**config.mk**
```make
export PLATFORM = sky130hd
export DESIGN_NAME = csr_wport_arbiter_flat
export DESIGN_NICKNAME = d
export VERILOG_FILES = /design/src/rtl/csr_wport_arbiter_if.sv /design/src/rtl/csr_wport_arbiter.sv /design/src/flat_wrapper.sv
export SDC_FILE = /design/constraint.sdc
export NUM_CORES = 1
export LEC_CHECK = 0
export CORE_MARGIN = 1
export CORE_UTILIZATION = 42
export DETAILED_ROUTE_END_ITERATION = 16
export GPL_ROUTABILITY_DRIVEN = 1
export PLACE_DENSITY = 0.78
export SYNTH_ARGS = -nofsm -noshare
export SYNTH_HDL_FRONTEND = slang
export SYNTH_SLANG_ARGS = --single-unit
```
**constraint.sdc**
```tcl
create_clock -name clk -period 1.5 [get_ports clk]
set_input_delay 0.15 -clock clk [delete_from_list [all_inputs] [get_ports clk]]
set_output_delay 0.15 -clock clk [all_outputs]
set_load 0.02 [all_outputs]
```
**src/rtl/csr_wport_arbiter_if.sv**
```systemverilog
// Bundles the EX, trap-sequencer and csr_regs write-port signals of csr_wport_arbiter.
// slave is the arbiter's view; master is the view of whatever drives and observes it.
interface csr_wport_arbiter_if #(
  parameter int ADDR_W = 64,
  parameter int DATA_W = 64
);
  logic              ex_req_i;
  logic [ADDR_W-1:0] ex_waddr_i;
  logic [DATA_W-1:0] ex_data_i;
  logic              ex_hold_o;
  logic              ex_flush_i;
  logic              int_req_i;
  logic              int_we_i;
  logic [ADDR_W-1:0] int_waddr_i;
  logic [DATA_W-1:0] int_data_i;
  logic              int_gnt_o;
  logic              we_o;
  logic [ADDR_W-1:0] waddr_o;
  logic [DATA_W-1:0] data_o;
  logic              hold_flag_o;
  logic              timeout_o;

  modport slave (
    input  ex_req_i, ex_waddr_i, ex_data_i, ex_flush_i,
    input  int_req_i, int_we_i, int_waddr_i, int_data_i,
    output ex_hold_o, int_gnt_o, we_o, waddr_o, data_o, hold_flag_o, timeout_o
  );

  modport master (
    output ex_req_i, ex_waddr_i, ex_data_i, ex_flush_i,
    output int_req_i, int_we_i, int_waddr_i, int_data_i,
    input  ex_hold_o, int_gnt_o, we_o, waddr_o, data_o, hold_flag_o, timeout_o
  );
endinterface

```
**src/rtl/csr_wport_arbiter.sv**
```systemverilog
// Arbitrates the single CSR write port between EX writes and locked trap-sequencer bursts,
// parking one colliding EX write for in-order replay and force-releasing over-long bursts.
module csr_wport_arbiter #(
  parameter int ADDR_W   = 64,
  parameter int DATA_W   = 64,
  parameter int MAX_LOCK = 8
) (
  input logic                clk,
  input logic                rst,
  csr_wport_arbiter_if.slave bus
);

  localparam int CNT_W = (MAX_LOCK > 1) ? $clog2(MAX_LOCK) : 1;

  typedef enum logic [1:0] {
    S_IDLE,
    S_INT,
    S_WAIT_REL
  } state_t;

  state_t            state_q;
  state_t            state_d;
  logic [CNT_W-1:0]  lock_cnt;
  logic [CNT_W-1:0]  lock_cnt_d;
  logic              lock_at_max;

  logic              pend_valid;
  logic [ADDR_W-1:0] pend_addr;
  logic [DATA_W-1:0] pend_data;

  logic              busy;
  logic              issue;
  logic [ADDR_W-1:0] issue_addr;
  logic [DATA_W-1:0] issue_data;
  logic              pend_load;
  logic              pend_clr;
  logic              ex_hold;
  logic              gnt_d;
  logic              timeout_d;

  assign lock_at_max = (lock_cnt == CNT_W'(MAX_LOCK - 1));

  always_ff @(posedge clk) begin
    if (!rst) begin
      state_q <= S_IDLE;
    end else begin
      state_q <= state_d;
    end
  end

  always_comb begin
    state_d = state_q;
    case (state_q)
      S_IDLE: begin
        if (bus.int_req_i) state_d = S_INT;
      end
      S_INT: begin
        if (!bus.int_req_i)  state_d = S_IDLE;
        else if (lock_at_max) state_d = S_WAIT_REL;
      end
      S_WAIT_REL: begin
        if (!bus.int_req_i) state_d = S_IDLE;
      end
      default: state_d = S_IDLE;
    endcase
  end

  // EX may only issue directly from an idle port with an empty buffer, which keeps program order.
  always_comb begin
    busy       = (state_q != S_IDLE) || bus.int_req_i;
    issue      = 1'b0;
    issue_addr = '0;
    issue_data = '0;
    pend_load  = 1'b0;
    pend_clr   = 1'b0;
    ex_hold    = 1'b0;

    if (state_q == S_INT && bus.int_req_i && bus.int_we_i) begin
      issue      = 1'b1;
      issue_addr = bus.int_waddr_i;
      issue_data = bus.int_data_i;
    end

    if (bus.ex_flush_i) begin
      pend_clr = 1'b1;
    end else if (busy) begin
      if (bus.ex_req_i) begin
        if (pend_valid) ex_hold   = 1'b1;
        else            pend_load = 1'b1;
      end
    end else if (pend_valid) begin
      issue      = 1'b1;
      issue_addr = pend_addr;
      issue_data = pend_data;
      if (bus.ex_req_i) pend_load = 1'b1;
      else              pend_clr  = 1'b1;
    end else if (bus.ex_req_i) begin
      issue      = 1'b1;
      issue_addr = bus.ex_waddr_i;
      issue_data = bus.ex_data_i;
    end

    gnt_d     = (state_d == S_INT);
    timeout_d = (state_q == S_INT) && (state_d == S_WAIT_REL);

    lock_cnt_d = lock_cnt;
    if (state_q == S_IDLE) begin
      lock_cnt_d = '0;
    end else if (state_q == S_INT && !lock_at_max) begin
      lock_cnt_d = lock_cnt + 1'b1;
    end
  end

  assign bus.ex_hold_o   = ex_hold;
  assign bus.hold_flag_o = (state_q != S_IDLE) || pend_valid;

  always_ff @(posedge clk) begin
    if (!rst) begin
      lock_cnt      <= '0;
      pend_valid    <= 1'b0;
      pend_addr     <= '0;
      pend_data     <= '0;
      bus.we_o      <= 1'b0;
      bus.waddr_o   <= '0;
      bus.data_o    <= '0;
      bus.int_gnt_o <= 1'b0;
      bus.timeout_o <= 1'b0;
    end else begin
      lock_cnt <= lock_cnt_d;
      if (pend_load) begin
        pend_valid <= 1'b1;
        pend_addr  <= bus.ex_waddr_i;
        pend_data  <= bus.ex_data_i;
      end else if (pend_clr) begin
        pend_valid <= 1'b0;
      end
      bus.we_o      <= issue;
      bus.waddr_o   <= issue_addr;
      bus.data_o    <= issue_data;
      bus.int_gnt_o <= gnt_d;
      bus.timeout_o <= timeout_d;
    end
  end

endmodule

```
**src/flat_wrapper.sv**
```systemverilog
// flat-port wrapper written by rule: the top's interface ports become plain ports
module csr_wport_arbiter_flat 
#(
  parameter int ADDR_W   = 64,
  parameter int DATA_W   = 64,
  parameter int MAX_LOCK = 8
)
  (clk, rst, bus_ex_req_i, bus_ex_waddr_i, bus_ex_data_i, bus_ex_flush_i, bus_int_req_i, bus_int_we_i, bus_int_waddr_i, bus_int_data_i, bus_ex_hold_o, bus_int_gnt_o, bus_we_o, bus_waddr_o, bus_data_o, bus_hold_flag_o, bus_timeout_o);
  csr_wport_arbiter_if #(.ADDR_W(ADDR_W), .DATA_W(DATA_W)) bus_i ();
  input logic clk;
  input logic rst;
  input wire logic [$bits(bus_i.ex_req_i)-1:0] bus_ex_req_i;
  input wire logic [$bits(bus_i.ex_waddr_i)-1:0] bus_ex_waddr_i;
  input wire logic [$bits(bus_i.ex_data_i)-1:0] bus_ex_data_i;
  input wire logic [$bits(bus_i.ex_flush_i)-1:0] bus_ex_flush_i;
  input wire logic [$bits(bus_i.int_req_i)-1:0] bus_int_req_i;
  input wire logic [$bits(bus_i.int_we_i)-1:0] bus_int_we_i;
  input wire logic [$bits(bus_i.int_waddr_i)-1:0] bus_int_waddr_i;
  input wire logic [$bits(bus_i.int_data_i)-1:0] bus_int_data_i;
  output wire logic [$bits(bus_i.ex_hold_o)-1:0] bus_ex_hold_o;
  output wire logic [$bits(bus_i.int_gnt_o)-1:0] bus_int_gnt_o;
  output wire logic [$bits(bus_i.we_o)-1:0] bus_we_o;
  output wire logic [$bits(bus_i.waddr_o)-1:0] bus_waddr_o;
  output wire logic [$bits(bus_i.data_o)-1:0] bus_data_o;
  output wire logic [$bits(bus_i.hold_flag_o)-1:0] bus_hold_flag_o;
  output wire logic [$bits(bus_i.timeout_o)-1:0] bus_timeout_o;
  assign bus_i.ex_req_i = bus_ex_req_i;
  assign bus_i.ex_waddr_i = bus_ex_waddr_i;
  assign bus_i.ex_data_i = bus_ex_data_i;
  assign bus_i.ex_flush_i = bus_ex_flush_i;
  assign bus_i.int_req_i = bus_int_req_i;
  assign bus_i.int_we_i = bus_int_we_i;
  assign bus_i.int_waddr_i = bus_int_waddr_i;
  assign bus_i.int_data_i = bus_int_data_i;
  assign bus_ex_hold_o = bus_i.ex_hold_o;
  assign bus_int_gnt_o = bus_i.int_gnt_o;
  assign bus_we_o = bus_i.we_o;
  assign bus_waddr_o = bus_i.waddr_o;
  assign bus_data_o = bus_i.data_o;
  assign bus_hold_flag_o = bus_i.hold_flag_o;
  assign bus_timeout_o = bus_i.timeout_o;
  csr_wport_arbiter #(.ADDR_W(ADDR_W), .DATA_W(DATA_W), .MAX_LOCK(MAX_LOCK)) u_core (.clk(clk), .rst(rst), .bus(bus_i));
endmodule
```
==> results.txt <==
Slew Viols, Final: 0
syn_area_per_cell: 8.69 µm²
Post-Synthesis Cells: 1338
Setup WS post-layout: -270 ps
Die Area: 28300 µm²
Synth Area in Compound Gates: 23.8%
total grt overflow: 0
Relative slew margins: 67.9%
# IOs: 395
hold slack: 142 ps
sequential power share: 40.6%
crit-path max FO: 8
final std cells w/o fill: 2125
Fin Clk Skew: 11.2 ps
Synth Area in Simple Gates: 13.7%
cell leakage power: 7.81 nW
initial antenna violation count: 3
CTS Sinks: 265
status: finished, violations left
Pre-antenna DRT Iters: 5
clk buf depth: 3
# DRC: 0
Sw Pwr: 4.86 mW
RD Place Congestion: 0.831
cell-internal power: 13.4 mW
Post-Route Utilization: 71.5%
Port Buffer Count: 394
Site Rows: 60
worst-margin pin slew: 481 ps
post-layout min period: 1770 ps
via count: 12400
CTS HTree Levels: 1
Num CTS Buffers: 28
Starting Density: 43.0%
core footprint: 27000 µm²
crit path DAT: 2220 ps
Synth Net Count: 1602
RSZ-0062 raised after global routing: yes
FF+latch count, synth: 265
Multi-input gate area: 6500 µm²
clock network power share: 40.0%
switching share of power: 26.6%
Peak VDD IR: 0.000976 V
CTS tree: built
first-pass GRT wire length: 66300 µm
Critical Path RT: 1950 ps
number of distinct library cells after synthesis: 31
fill count: 1874
Worst R2R Start: u_core.state_q[0]$_SDFF_PN0_
vias per cell: 5.83
endpoints failing setup: 257
failing checks: negative setup slack
pwr dens: 946 nW/µm²
Worst Setup EP: u_core.pend_addr[54]$_SDFFE_PN0P_
R2R depth: 7
DP Worst Slack: -587 ps
Nets: 2023
FF/Latch Area: 5320 µm²
Syn-to-layout area delta: 66.1%
Worst-path clk slew: 70 ps
register area share after synthesis: 45.6%
Startpoint Class: flip-flop
CP Capture Type: flip-flop
Combinational Power Share: 19.4%
fin crit share: 118%
Placed Cells: 2003
share of cells above drive strength 1: 19.2%
Die X: 168 µm
DIE HEIGHT: 168 µm
worst skew pair latency: 540 ps
R2R Path End: u_core.pend_addr[54]$_SDFFE_PN0P_
post-DP HPWL: 24900 µm
cts hold-fix bufs: 0
initial DRC count: 1131
xor/xnor share of the synthesized area: 0%
root cell of the clock tree: clkbuf_16
reg2reg setup slack: -270 ps
multiplexer share of the synthesized area: 11.1%
Power, Total: 18.3 mW
Post-Syn Area: 11600 µm²
Crit Path Category: reg2reg
Hold Fails Final Rpt: 0
total number of yosys warnings: 0
fmax: 0.565 GHz
post-route antenna net violation count: 0
WL/cell: 21.8 µm
max-cap viol count: 0
largest net degree at the start of global routing: 112
Hold WC Path Type: in2reg
drt total wl: 46300 µm
CP startpoint: u_core.state_q[0]$_SDFF_PN0_
vias in the first global route: 12100
gr usage total: 29.7%
largest family of logic cells by synthesized area: compound AO/OA/AOI/OAI gates
post-synthesis adder-cell area fraction: 0.301%
==> synthesized netlist by cell type (all sizes together) <==
master / n / share of area [%]
dfxtp: 265 / 46
nand2: 257 / 8.3
nor2: 130 / 4.2
mux2i: 129 / 11
a21oi: 128 / 5.5
o2bb2ai: 128 / 9.6
a211oi: 127 / 8.2
clkbuf: 95 / 3.1
buf: 49 / 2.3
nor4: 4 / 0.40
a22oi: 3 / 0.19
inv: 3 / 0.097
nor2b: 3 / 0.16
ha: 2 / 0.22
nand3: 2 / 0.086
nor3b: 2 / 0.13
a21o: 1 / 0.065
a32oi: 1 / 0.075
and2: 1 / 0.054
and4b: 1 / 0.086
maj3: 1 / 0.086
nand2b: 1 / 0.054
nand3b: 1 / 0.065
nor3: 1 / 0.043
o31a: 1 / 0.075
or2: 1 / 0.054
or3: 1 / 0.054
==> timing repair <==
action,in CTS,in global routing
resized for setup,331,74
gates cloned,34,6
pin swaps,13,28
setup endpoints to repair,389,262
setup buffers,32,14
==> power by group through the flow <==
stage	combinational [mW]	sequential [mW]	clock, mW
CTS	3.36	7.41	7.30
global route	3.72	7.43	7.69
global placement	2.71	7.56	0
detailed placement	2.76	7.57	0
finish	3.54	7.42	7.30
floorplan	1.25	7.67	0
==> flip-flops by register name (all words and copies together) (netlist names) <==
register              flops
u_core.pend_data         64
u_core.bus.int_gnt_o      1
u_core.state_q            2
u_core.pend_valid         1
u_core.lock_cnt           3
u_core.bus.timeout_o      1
u_core.bus.data_o        64
u_core.bus.we_o           1
u_core.bus.waddr_o       64
u_core.pend_addr         64
==> worst max-delay path, stage by stage (launching register included) <==
cell	delay, ps
dfxtp_4	380
o31a_1	330
nor4_4	150
buf_6	180
buf_12	140
buf_12	120
buf_16	130
mux2i_1	230
==> per-layer routing <==
| metal | up-vias | part of all wire [%] | GRT usage (%) |
|---|---|---|---|
| li1 | 5577 | - | - |
| met2 | 682 | 48 | 50.3 |
| met4 | 0 | 5.5 | 15.8 |
| met5 | - | 0 | 0 |
| met3 | 170 | 6.9 | 5.24 |
| met1 | 5970 | 40 | 35.8 |
==> cell families after synthesis <==
family                   Yosys count
adder cells (fa/ha/maj)            3
flip-flops                       265
AO/OA/AOI/OAI                    389
AND/OR/NAND/NOR                  405
buffers and inverters            147
multiplexers                     129
==> per-stage QoR <==
| step | area [µm²] | TNS [ps] |
|---|---|---|
| 3_3_place_gp | 16200 | -105850 |
| 5_1_grt | 19300 | -49930 |
| 6_report | 19300 | -33620 |
| 4_1_cts | 19000 | -32180 |
| 3_5_place_dp | 16200 | -122770 |
| 2_1_floorplan | 11700 | -2530 |
==> how the worst min path moves through the flow <==
stage | endpoint | slack (ps) | cells after the start | from
finish | u_core.pend_valid$_SDFFE_PN0P_ | 140 | 4 | bus_ex_req_i
global route | u_core.pend_valid$_SDFFE_PN0P_ | 150 | 4 | bus_ex_req_i
CTS | u_core.pend_valid$_SDFFE_PN0P_ | 130 | 4 | bus_ex_req_i
detailed placement | u_core.pend_data[24]$_SDFFE_PN0P_ | 450 | 2 | u_core.pend_data[24]$_SDFFE_PN0P_
global placement | u_core.pend_data[60]$_SDFFE_PN0P_ | 440 | 2 | u_core.pend_data[60]$_SDFFE_PN0P_
floorplan | u_core.pend_valid$_SDFFE_PN0P_ | 230 | 1 | bus_ex_flush_i
==> placed cells by master, fill, tap and decap left out, drive strengths merged, types with 2 or more instances in the layout <==
cell           Yosys  layout
dfxtp            265     265
clkdlybuf4s50      0     259
nand2            257     257
buf               49     137
dlygate4sd2        0     131
nor2             130     130
mux2i            129     129
o2bb2ai          128     128
a21oi            128     128
a211oi           127     127
clkbuf            95      48
clkinv             0       7
nor4               4       4
diode              0       3
nor2b              3       3
a22oi              3       3
inv                3       3
nand3              2       2
ha                 2       2
bufinv             0       2
bufbuf             0       2
nor3b              2       2
==> layout make-up <==
class	instances	area share, %
diodes	3	0.0389
clock buffers	42	4.48
clock inverters	10	0.551
inverters	3	0.0713
multi-input cells	926	33.7
flip-flops and latches	265	27.5
well taps	341	2.21
repair buffers	535	31.5
No activity file was read; power rests on OpenSTA's default activity.
